[src/rtl/inst_fetcher_pkg.sv]
// Opcode constants, immediate extraction and fetch FSM encodings shared by the fetcher and Issue.
// No logic of its own; imported by inst_fetcher.
// Immediates are sign-extended exactly as Issue decodes them.
package inst_fetcher_pkg;

   localparam logic [6:0] OP_JAL    = 7'b1101111;
   localparam logic [6:0] OP_JALR   = 7'b1100111;
   localparam logic [6:0] OP_BRANCH = 7'b1100011;

   typedef enum logic [1:0] {
      ST_FETCH  = 2'd0,
      ST_WAIT   = 2'd1,
      ST_JSTALL = 2'd2,
      ST_DRAIN  = 2'd3
   } fetch_state_t;

   function automatic logic [31:0] imm_b(input logic [31:0] inst);
      return {{20{inst[31]}}, inst[7], inst[30:25], inst[11:8], 1'b0};
   endfunction

   function automatic logic [31:0] imm_j(input logic [31:0] inst);
      return {{12{inst[31]}}, inst[19:12], inst[20], inst[30:21], 1'b0};
   endfunction

endpackage

[src/rtl/inst_fetcher_icache.sv]
// Direct-mapped one-word-per-line instruction cache: combinational lookup, single write port for fills.
// Latency: hit/hit_data same cycle as lookup_addr; fill visible the cycle after fill_en.
// Backpressure: none; fills are accepted every cycle fill_en is high. Valid bits clear only on reset.
module inst_fetcher_icache #(
   parameter int LINES = 64
) (
   input  logic        clk_in,
   input  logic        rst_in,
   input  logic [29:0] lookup_addr,
   output logic        hit,
   output logic [31:0] hit_data,
   input  logic        fill_en,
   input  logic [29:0] fill_addr,
   input  logic [31:0] fill_data
);

   localparam int IDX_W = $clog2(LINES);
   localparam int TAG_W = 30 - IDX_W;

   logic [LINES-1:0] line_vld;
   logic [TAG_W-1:0] line_tag [LINES];
   logic [31:0]      line_dat [LINES];
   logic [IDX_W-1:0] rd_idx;
   logic [IDX_W-1:0] wr_idx;

   // Addresses arrive as word addresses, so the index is the low bits directly.
   assign rd_idx   = lookup_addr[IDX_W-1:0];
   assign wr_idx   = fill_addr[IDX_W-1:0];
   assign hit      = line_vld[rd_idx] && (line_tag[rd_idx] == lookup_addr[29:IDX_W]);
   assign hit_data = line_dat[rd_idx];

   always_ff @(posedge clk_in) begin
      if (rst_in) begin
         line_vld <= '0;
      end else if (fill_en) begin
         line_vld[wr_idx] <= 1'b1;
      end
   end

   always_ff @(posedge clk_in) begin
      if (fill_en) begin
         line_tag[wr_idx] <= fill_addr[29:IDX_W];
         line_dat[wr_idx] <= fill_data;
      end
   end

endmodule

[src/rtl/inst_fetcher.sv]
// PC holder and fetch FSM feeding Issue; static predecode of JAL/B-type, JALR stalls until _clear. ICACHE_EN adds an I-cache.
// Latency: memory latency + 1 from request to push; cache hit pushes the cycle after lookup.
// Backpressure: a fetch starts only with _need_inst high, one outstanding request; rdy_in low freezes everything.
module inst_fetcher
   import inst_fetcher_pkg::*;
#(
   parameter logic [31:0] RESET_PC = 32'h0
`ifdef ICACHE_EN
   ,parameter int ICACHE_LINES = 64
`endif
) (
   input  logic        clk_in,
   input  logic        rst_in,
   input  logic        rdy_in,
   input  logic        _clear,
   input  logic [31:0] _clear_pc,
   input  logic        _need_inst,
   output logic [31:0] _inst_out,
   output logic        _inst_ready_out,
   output logic [31:0] _inst_addr_out,
   output logic [31:0] _jalr_rd,
   output logic        _mem_req,
   output logic [31:0] _mem_addr,
   input  logic        _mem_valid,
   input  logic [31:0] _mem_data
);

   fetch_state_t state, state_nxt;
   logic [31:0]  pc, pc_nxt;
   logic [31:0]  inst_nxt, iaddr_nxt, jalr_nxt, maddr_nxt;
   logic         ready_nxt, req_nxt;
   logic         cache_hit;
   logic [31:0]  cache_dat;
   logic [31:0]  resp_word;
   logic         take;

`ifdef ICACHE_EN
   logic fill_en;
   // Drained responses still fill: the data is valid for the latched request address.
   assign fill_en = rdy_in && _mem_valid && (state == ST_WAIT || state == ST_DRAIN);

   inst_fetcher_icache #(.LINES(ICACHE_LINES)) u_icache (
      .clk_in      (clk_in),
      .rst_in      (rst_in),
      .lookup_addr (pc[31:2]),
      .hit         (cache_hit),
      .hit_data    (cache_dat),
      .fill_en     (fill_en),
      .fill_addr   (_mem_addr[31:2]),
      .fill_data   (_mem_data)
   );
`else
   assign cache_hit = 1'b0;
   assign cache_dat = 32'h0;
`endif

   assign resp_word = (state == ST_WAIT) ? _mem_data : cache_dat;
   assign take      = !_clear && (((state == ST_WAIT) && _mem_valid) ||
                                  ((state == ST_FETCH) && _need_inst && cache_hit));

   always_ff @(posedge clk_in) begin
      if (rst_in) begin
         state <= ST_FETCH;
      end else if (rdy_in) begin
         state <= state_nxt;
      end
   end

   always_comb begin
      state_nxt = state;
      if (_clear) begin
         // The memory controller cannot cancel, so an unanswered request must be drained.
         if ((state == ST_WAIT || state == ST_DRAIN) && !_mem_valid) state_nxt = ST_DRAIN;
         else state_nxt = ST_FETCH;
      end else if (take) begin
         state_nxt = (resp_word[6:0] == OP_JALR) ? ST_JSTALL : ST_FETCH;
      end else begin
         case (state)
            ST_FETCH: if (_need_inst) state_nxt = ST_WAIT;
            ST_DRAIN: if (_mem_valid) state_nxt = ST_FETCH;
            default:  state_nxt = state;
         endcase
      end
   end

   always_comb begin
      pc_nxt    = pc;
      inst_nxt  = _inst_out;
      iaddr_nxt = _inst_addr_out;
      ready_nxt = 1'b0;
      jalr_nxt  = _jalr_rd;
      req_nxt   = _mem_req;
      maddr_nxt = _mem_addr;
      if (_clear) begin
         pc_nxt = _clear_pc;
         if ((state == ST_WAIT || state == ST_DRAIN) && _mem_valid) req_nxt = 1'b0;
      end else if (take) begin
         inst_nxt  = resp_word;
         iaddr_nxt = pc;
         ready_nxt = 1'b1;
         req_nxt   = 1'b0;
         case (resp_word[6:0])
            OP_JAL:    pc_nxt   = pc + imm_j(resp_word);
            OP_BRANCH: pc_nxt   = pc + imm_b(resp_word);
            OP_JALR:   jalr_nxt = pc + 32'd4;
            default:   pc_nxt   = pc + 32'd4;
         endcase
      end else if (state == ST_FETCH && _need_inst) begin
         req_nxt   = 1'b1;
         maddr_nxt = pc;
      end else if (state == ST_DRAIN && _mem_valid) begin
         req_nxt = 1'b0;
      end
   end

   always_ff @(posedge clk_in) begin
      if (rst_in) begin
         pc              <= RESET_PC;
         _inst_out       <= 32'h0;
         _inst_addr_out  <= 32'h0;
         _inst_ready_out <= 1'b0;
         _jalr_rd        <= 32'h0;
         _mem_req        <= 1'b0;
         _mem_addr       <= 32'h0;
      end else if (rdy_in) begin
         pc              <= pc_nxt;
         _inst_out       <= inst_nxt;
         _inst_addr_out  <= iaddr_nxt;
         _inst_ready_out <= ready_nxt;
         _jalr_rd        <= jalr_nxt;
         _mem_req        <= req_nxt;
         _mem_addr       <= maddr_nxt;
      end
   end

endmodule
[config.mk]
export PLATFORM = sky130hd
export DESIGN_NAME = inst_fetcher
export DESIGN_NICKNAME = d
export VERILOG_FILES = /design/src/rtl/inst_fetcher_pkg.sv /design/src/rtl/inst_fetcher_icache.sv /design/src/rtl/inst_fetcher.sv
export SDC_FILE = /design/constraint.sdc
export NUM_CORES = 1
export LEC_CHECK = 0
export BUFFER_PORTS_ARGS = -buffer_cell sky130_fd_sc_hd__buf_2
export CAP_MARGIN = 20
export CORE_MARGIN = 4
export CORE_UTILIZATION = 59
export CTS_BUF_LIST = sky130_fd_sc_hd__clkbuf_8 sky130_fd_sc_hd__clkbuf_16
export CTS_CLUSTER_DIAMETER = 120
export CTS_CLUSTER_SIZE = 14
export DETAILED_ROUTE_END_ITERATION = 8
export PLACE_DENSITY = 0.86
export REMOVE_ABC_BUFFERS = 1
export SYNTH_ARGS = -nofsm -noshare
export SYNTH_HDL_FRONTEND = slang
export SYNTH_SLANG_ARGS = --single-unit
[constraint.sdc]
create_clock -name clk_in -period 10.2 [get_ports clk_in]
set_clock_uncertainty 0.1 [all_clocks]
set_input_delay 0.51 -clock clk_in [delete_from_list [all_inputs] [get_ports clk_in]]
set_output_delay 0.51 -clock clk_in [all_outputs]
set_load 0.1 [all_outputs]
### Word-level counts from Yosys, hierarchy flattened

Index checks and enable logic that the tools add are counted.

* output and inout port bits: 130
* register bits: 164
* word-level logic and storage cells: 59
* input bits: 70

* equal/unequal tests: 9
* muxes and demuxes: 18
* add/subtract/negate cells: 3
* bitwise gates (word level): 2
* reduce and logical (&&, ||, !) cells: 19

Operators by type and width (number)
* $mux W32: 3
* $pmux W32 S3: 1
* $add A32 B32 Y32: 2
* $add A32 B3 Y32 const B: 1
* $eq A7 B7 Y1 const B: 3
* $mux W2: 6
* $reduce_and A4 Y1: 3
* $reduce_and A3 Y1: 3
* $ne A4 B4 Y1 const B: 2
* $reduce_bool A4 Y1: 2
* $mux W1: 7
* $logic_and A1 B1 Y1: 6
* $pmux W2 S2: 1
* $eq A2 B1 Y1 const B: 1
* $eq A2 B2 Y1 const B: 1
* $logic_not A1 Y1: 2
* $logic_not A2 Y1: 1
* $ne A2 B1 Y1 const B: 1
* $ne A2 B2 Y1 const B: 1
* $not A1 Y1: 2
* $reduce_bool A2 Y1: 1
* $logic_or A1 B1 Y1: 1

### Longest topological paths before layout

Gate-level depths: netlist (run 1).

* word-level depth: 6
* depth in mapped cells: 20
* gate-level depth less buffers: 17

### Worst setup path before layout (run 1)

Ideal clock, no wire load.

* path kind: register to register
* from: reg state[1]
* to: reg pc[31]
* slack: 6.158 ns
* library setup time: 0.127 ns
* arrival time: 3.815 ns
* required time: 9.973 ns
* cell stages (with the launch flop): 19
* buffers on the path: 1
* cell sequence: dfxtp_1 inv_1 ha_1 clkbuf_1 nand3_1 nor3_2 mux2i_1 nor2b_1 ha_1 fa_1 a211oi_1 o21a_4 o41ai_4 o21ai_2 a22oi_4 a21oi_2 mux2i_1 o2111ai_1 nor3b_2

* word-level cells in the longest chain between the ends: 6
* elaborated cells on any way between the ends: 15

Ends and longest elaborated chain
* start: declaration: line inst_fetcher.sv:28 `fetch_state_t state, state_nxt;`
* start signal: assignment: line inst_fetcher.sv:65 `state <= state_nxt;`
* $eq A2 B1 Y1 *: line inst_fetcher.sv:57, inst_fetcher.sv:58
* $mux W32: line inst_fetcher.sv:57 `assign resp_word = (state == ST_WAIT) ? _mem_data : cache_dat;`
* $add A32 B32 Y32 (tied with other cells): line inst_fetcher.sv:104 `OP_BRANCH: pc_nxt = pc + imm_b(resp_word);`
* $pmux W32 S3: line inst_fetcher.sv:102 `case (resp_word[6:0])`
* $mux W32: line inst_fetcher.sv:97 `end else if (take) begin`
* $mux W32: line inst_fetcher.sv:94 `if (_clear) begin`
* end signal: assignment: line inst_fetcher.sv:126 `pc <= pc_nxt;`
* end: declaration: line inst_fetcher.sv:29 `logic [31:0] pc, pc_nxt;`

Every way passes the cells marked *; elsewhere a longest branch is shown, timed or not. The select of a mux whose other input is x is not followed.
A chain may end at the register's enable or synchronous reset.

### Final worst setup path (run 1)

* from: reg state[0]
* to: reg pc[31]

The elaborated chain is that of the path after synthesis.

==> results.cfg, run 1 <==
[outcome]
status = finished, final reports clean

[yosys]
yosysUniqueCellTypes = 64
avgSynthCellArea_um2 = 7.547
ys_seq_area_share_pct = 37.50
ys_warn_count = 0
synth-seq-cells = 164
synth_top_area_share_pct = 37.50
synth_area_um2 = 8755
synthFlopType = dfxtp_1
yosys-top-cells-area = dfxtp_1, nand2_1, a21oi_1
synth.largest_area_cell = dfxtp_1
synth_edf_count = 0
async_reset_ff_share_pct = 0
synthCells = 1160

[routing]
via_per_inst = 5.950
drt_iter0_markers = 851
drcViolationCount = 0
wirelength_um = 25930
firstDrtPassIters = 5
routedWlPerCell_um = 17.22
vias = 8960
antenna_left = 0

[setup_path]
r2r_cells = 17
startpoint_type = register
endpoint_kind = register
path_class = reg2reg
critPathArrivalTime_ns = 4.84
crit_required_ns = 10.41
reg2reg_slack_ns = 5.57
r2r_start = state[0]
r2r-end = pc[31]
cp_max_fo = 19

[sta]
min_period_ns = 4.627
setup_tns_ns = 0
holdWs_ns = 0.2189
fin_crit_sh_pct = 45.36
postLayoutSetupSlackWorst_ns = 5.573
finalSetupViolCount = 0
hold_viol_final = 0
slew_viol_final = 0
slew_headroom_pct = 22.23
max_freq_mhz = 216.1
worst_pin_slew_ns = 1.166
rsz0062_at_grt = no

[clock_network]
numClockSinks = 164
post_cts_buffers = 0
post_cts.resized_instances = 0
cts_tree = yes
cts_max_level = 4
clk_pin_slew_worst_paths_ns = 0.06
cts_made_buffers = 17
clk_latency_ns = 0.43
clk_path_buf_depth = 2
cts-root-buf = clkbuf_16
ctsHoldBuffers = 0

[power_and_ir_drop]
p_per_area_nw_per_um2 = 147.3
design_power_total_uw = 1522
peakVddDrop_v = 0.0001340
p_leak_uw = 0.004400

[placed_design]
numPortBuffers = 199
place_congestion = 0.9850
place_area_um2 = 9737
dp_hpwl_um = 17940
pre_cts_slack_ns = 5.642

[floorplanning]
fp.dieH_um = 129.8
coreArea_um2 = 14530
start_util_pct = 60.24
num_io_pins = 200
rows = 44
dieArea_um2 = 16850
die_w_um = 129.8

[hold_path]
whs_endpoint = _inst_out[1]
holdCritPathClass = in2reg
hp-start = _mem_data[1]
min_path_cells = 3

[cells_and_area]
design_area_um2 = 10340
area_growth_pct = 18.07
final_common_cell = nand2_1
antenna-diode-count = 0
layout_common_cells = nand2_1, buf_2, dfxtp_1
drive_above_1_share_pct = 19.52
fin_nets = 1415

[global_route]
first_global_vias = 8180
grt_remaining_overflow = 0
grt_pass1_wl_um = 41060
grt_usage_pct = 30.31
grtUsageMet1_pct = 39.93
grt_max_degree = 84
antenna_found_initial = 0
grt_use_met3_pct = 7.409
use_met2_pct = 48.62
gr-max-usage-layer = met2

[job]
cap_violations = 0
## worst max-delay path, stage by stage (launching register included)
cell and delay, ns:
dfxtp_1 0.40, ha_1 0.18, buf_4 0.22, nand3_1 0.19, nor3_2 0.55, mux2i_1 0.26
nor2b_1 0.07, ha_1 0.21, fa_1 0.43, a211oi_1 0.47, o21a_4 0.24, o41ai_4 0.10
o21ai_2 0.20, a22oi_4 0.13, a21oi_2 0.17, mux2i_1 0.24, o2111ai_1 0.14, nor3b_2 0.21
## flip-flops by register name, summed over array words and instances (netlist names)
signal / count
_inst_addr_out: 32
pc: 32
_mem_addr: 32
_inst_ready_out: 1
_mem_req: 1
state: 2
_inst_out: 32
_jalr_rd: 32
## worst max-delay path by stage
stage                      start            to  slack, ns  cells after the start
floorplan               state[1]  _jalr_rd[11]       4.30                      7
global placement    _mem_data[4]        pc[31]       5.74                     17
detailed placement  _mem_data[4]        pc[31]       5.64                     17
CTS                     state[0]        pc[31]       5.64                     17
global route            state[1]        pc[31]       5.37                     18
finish                  state[0]        pc[31]       5.57                     17
## cell usage after synthesis, drive strengths merged (3+ instances only)
library cell,number
o21bai,7
nor2,97
and3,14
o21a,3
nor4,4
nand3,24
clkbuf,63
a221oi,5
nor2b,9
ha,35
o21ai,41
mux2i,11
dfxtp,164
and4,5
a211oi,41
xor2,20
nand2b,5
inv,18
o2bb2ai,3
buf,16
a21boi,3
o211ai,8
nand2,276
nor3,23
a32o,3
nand4,9
a31oi,5
xnor2,32
a21oi,153
or3,6
o221ai,3
and2,14
a21o,13
## power breakdown
part	switching, uW	leakage, uW	internal (uW)
Combinational	140	0.00278	66.3
Clock	269	0.000294	372
Sequential	21.5	0.00133	653
Total	431	0.00440	1090
## final cells by class
type | instances | area, um2
clock buffers | 19 | 452.9
clock inverters | 13 | 135.1
fillers | 1265 | 4198
inverters | 18 | 67.56
multi-input cells | 899 | 5090
flip-flops and latches | 164 | 3283
well taps | 184 | 230.2
repair buffers | 209 | 1077
## cells by family after synthesis
kind of cell,share of synthesized area (%)
AO/OA/AOI/OAI,22.08
XOR/XNOR,5.202
AND/OR/NAND/NOR,24.18
adder cells (fa/ha/maj),5.231
buffers and inverters,4.545
multiplexers,1.258
flip-flops,37.50
## stage by stage
| stage | cells | util [%] |
|---|---|---|
| detailed placement | 1473 | 66.99 |
| CTS | 1505 | 71.04 |
| global placement | 1473 | 66.99 |
| floorplan | 1081 | - |
| finish | 1506 | 71.12 |
| global route | 1506 | 71.12 |
## routing by layer
metal	vias up	routed length, um
li1	4307	-
met1	4148	10830
met2	442	12140
met3	63	2247
met4	0	711
met5	-	0
Note: power is estimated with default switching activity, not from simulation.
==> run 2: changes to the inputs <==
ABC_AREA = 1   (was not set)
CORE_UTILIZATION = 50   (was 59)
PLACE_DENSITY = 0.77   (was 0.86)
clock period = 4.07 ns   (was 10.2 ns; I/O delays follow)
==> results.cfg, run 2 <==
[outcome]
status = finished, final reports clean

[yosys]
synthSimpleGateAreaFrac_pct = 29.54
yosys-top-cells-count = nand2_1, inv_1, nor2_1
async_reset_ff_share_pct = 0
synth_edf_count = 0
avgSynthCellArea_um2 = 6.314
synthXorXnorAreaFrac_pct = 1.932
synth.largest_area_cell = dfxtp_1
synth_top_family_by_area = simple AND/OR/NAND/NOR gates
synth_adder_area_share_pct = 4.809
synth_most_common_cell = nand2_1
synth_mux_area_share_pct = 0
yosysUniqueCellTypes = 38
synthFlopType = dfxtp_1
synth_top_area_share_pct = 34.48
synth_compound_area_share_pct = 18.27
synth_area_um2 = 9522
synthCells = 1508
synth-seq-cells = 164
ys_warn_count = 0
ys_seq_area_share_pct = 34.48
yosys-top-cells-area = dfxtp_1, nand2_1, inv_1

[setup_path]
startpoint_type = register
cp-endpoint = pc[29]
r2r-end = pc[29]
cpMostUsedCell = nand2_1
endpoint_kind = register
path_class = reg2reg
critPathArrivalTime_ns = 3.70
crit_required_ns = 4.28
r2r_start = state[1]
cp_max_fo = 20
reg2reg_slack_ns = 0.58
worstPathCellList = inv_1 > ha_1 > nand2_1 > nor3_4 > nand3_1 > buf_4 > nor2_1 > a21oi_1 > ha_1 > fa_1 > nand2_1 > nand2_1 > nand3_1 > nand2_1 > nand2_1 > nand2_1 > nand2_1 > nand2_1 > nand2_1 > nand3_1 > nand2_1 > a21oi_1
slowest_delay_ns = 0.43
crit_start = state[1]
r2r_cells = 22
slowest_stage = fa_1

[cells_and_area]
post-route-util_pct = 62.43
fin_nets = 1822
drive_above_1_share_pct = 15.15
final_common_cell = nand2_1
antenna-diode-count = 0
area_growth_pct = 22.65
layout_common_cells = nand2_1, buf_2, inv_1

[clock_network]
clk_path_buf_depth = 2
post_cts.resized_instances = 0
cts_max_level = 4
numClockSinks = 164
cts-root-buf = clkbuf_16
cts_made_buffers = 17
cts_tree = yes
post_cts_buffers = 0
clk_latency_ns = 0.44
clk_pin_slew_worst_paths_ns = 0.07

[global_route]
antenna_found_initial = 0
grt_remaining_overflow = 0
first_global_vias = 9891
grt_max_degree = 96
grt_usage_pct = 29.58
grt_pass1_wl_um = 51390

[routing]
drcViolationCount = 0
wirelength_um = 32670
antenna_left = 0
drt_iter0_markers = 879
firstDrtPassIters = 6
vias = 10630
routedWlPerCell_um = 16.64
via_per_inst = 5.417

[floorplanning]
start_util_pct = 50.90
num_io_pins = 200
die_w_um = 146.0
rows = 50
dieArea_um2 = 21310
coreArea_um2 = 18710
fp.dieH_um = 146.0

[placed_design]
place_congestion = 0.9686
numPortBuffers = 199
dp_hpwl_um = 24120
pre_cts_slack_ns = 0.6410

[sta]
worst_pin_slew_ns = 0.8312
slew_headroom_pct = 44.59
setup_tns_ns = 0
max_freq_mhz = 286.8
holdWs_ns = 0.01127
slew_viol_final = 0
postLayoutSetupSlackWorst_ns = 0.5838
min_period_ns = 3.486
rsz0062_at_grt = no
finalSetupViolCount = 0
fin_crit_sh_pct = 85.66
hold_viol_final = 0

[hold_path]
hp-start = _clear_pc[7]
holdCritPathClass = in2reg

[power_and_ir_drop]
p_per_area_nw_per_um2 = 364.2
p_leak_uw = 0.006129
peakVddDrop_v = 0.0003994
design_power_total_uw = 4254

[job]
cap_violations = 0
-- run 2: report_power, final --
part / switching, uW / internal (uW)
clock: 779 / 939
sequential: 68.3 / 1660
combinational: 593 / 212
-- run 2: cell families after synthesis --
kind of cell               Yosys count
DFF                                164
adders and majority gates           36
and+or+nand+nor                    686
xor gates and xnor gates            21
buffers and inverters              273
AOI/OAI and AO/OA                  328
-- run 2: worst max-delay path, delay by kind of cell, from the launching register on --
family / cells / cell delay (ns)
AO/OA/AOI/OAI: 2 / 0.10
adder cells (fa/ha/maj): 3 / 0.93
buffers and inverters: 2 / 0.33
flip-flops: 1 / 0.32
AND/OR/NAND/NOR: 15 / 1.60
-- run 2: worst min path at each step --
stage	end	slack [ns]	cells past startpoint
floorplan	_inst_ready_out	0.17	1
global placement	_jalr_rd[4]	0.33	2
detailed placement	_jalr_rd[4]	0.34	2
CTS	pc[7]	0.005	3
global route	pc[7]	0.02	3
finish	pc[7]	0.01	3
-- run 2: final cells by class --
type	count	area, um2
inverter	213	800.8
sequential	164	3283
fill	1772	7027
clock inverter	15	193.9
clock buffer	17	425.4
tap	234	292.8
multi-input combinational	1071	5214
timing repair buffer	249	1469
-- run 2: timing repair --
item,4_1_cts,5_1_grt
endpoints found under the setup margin,0,0
endpoints found under the hold margin,39,0
hold buffers,39,0
-- run 2: stage by stage --
step	std cells	instance area [um2]
after floorplan	1448	9276
after global placement	1892	10670
after detailed placement	1892	10670
after CTS	1963	11680
after global routing	1963	11680
final	1963	11680
-- run 2: routing by layer --
layer	wire (um)	GRT usage, %	vias to the layer above	part of all wire (%)
li1	-	-	5276	-
met1	13630	39.06	4805	42
met2	15260	49.87	491	47
met3	2970	5.325	61	9.1
met4	812	8.231	0	2.5
met5	0	0	-	0
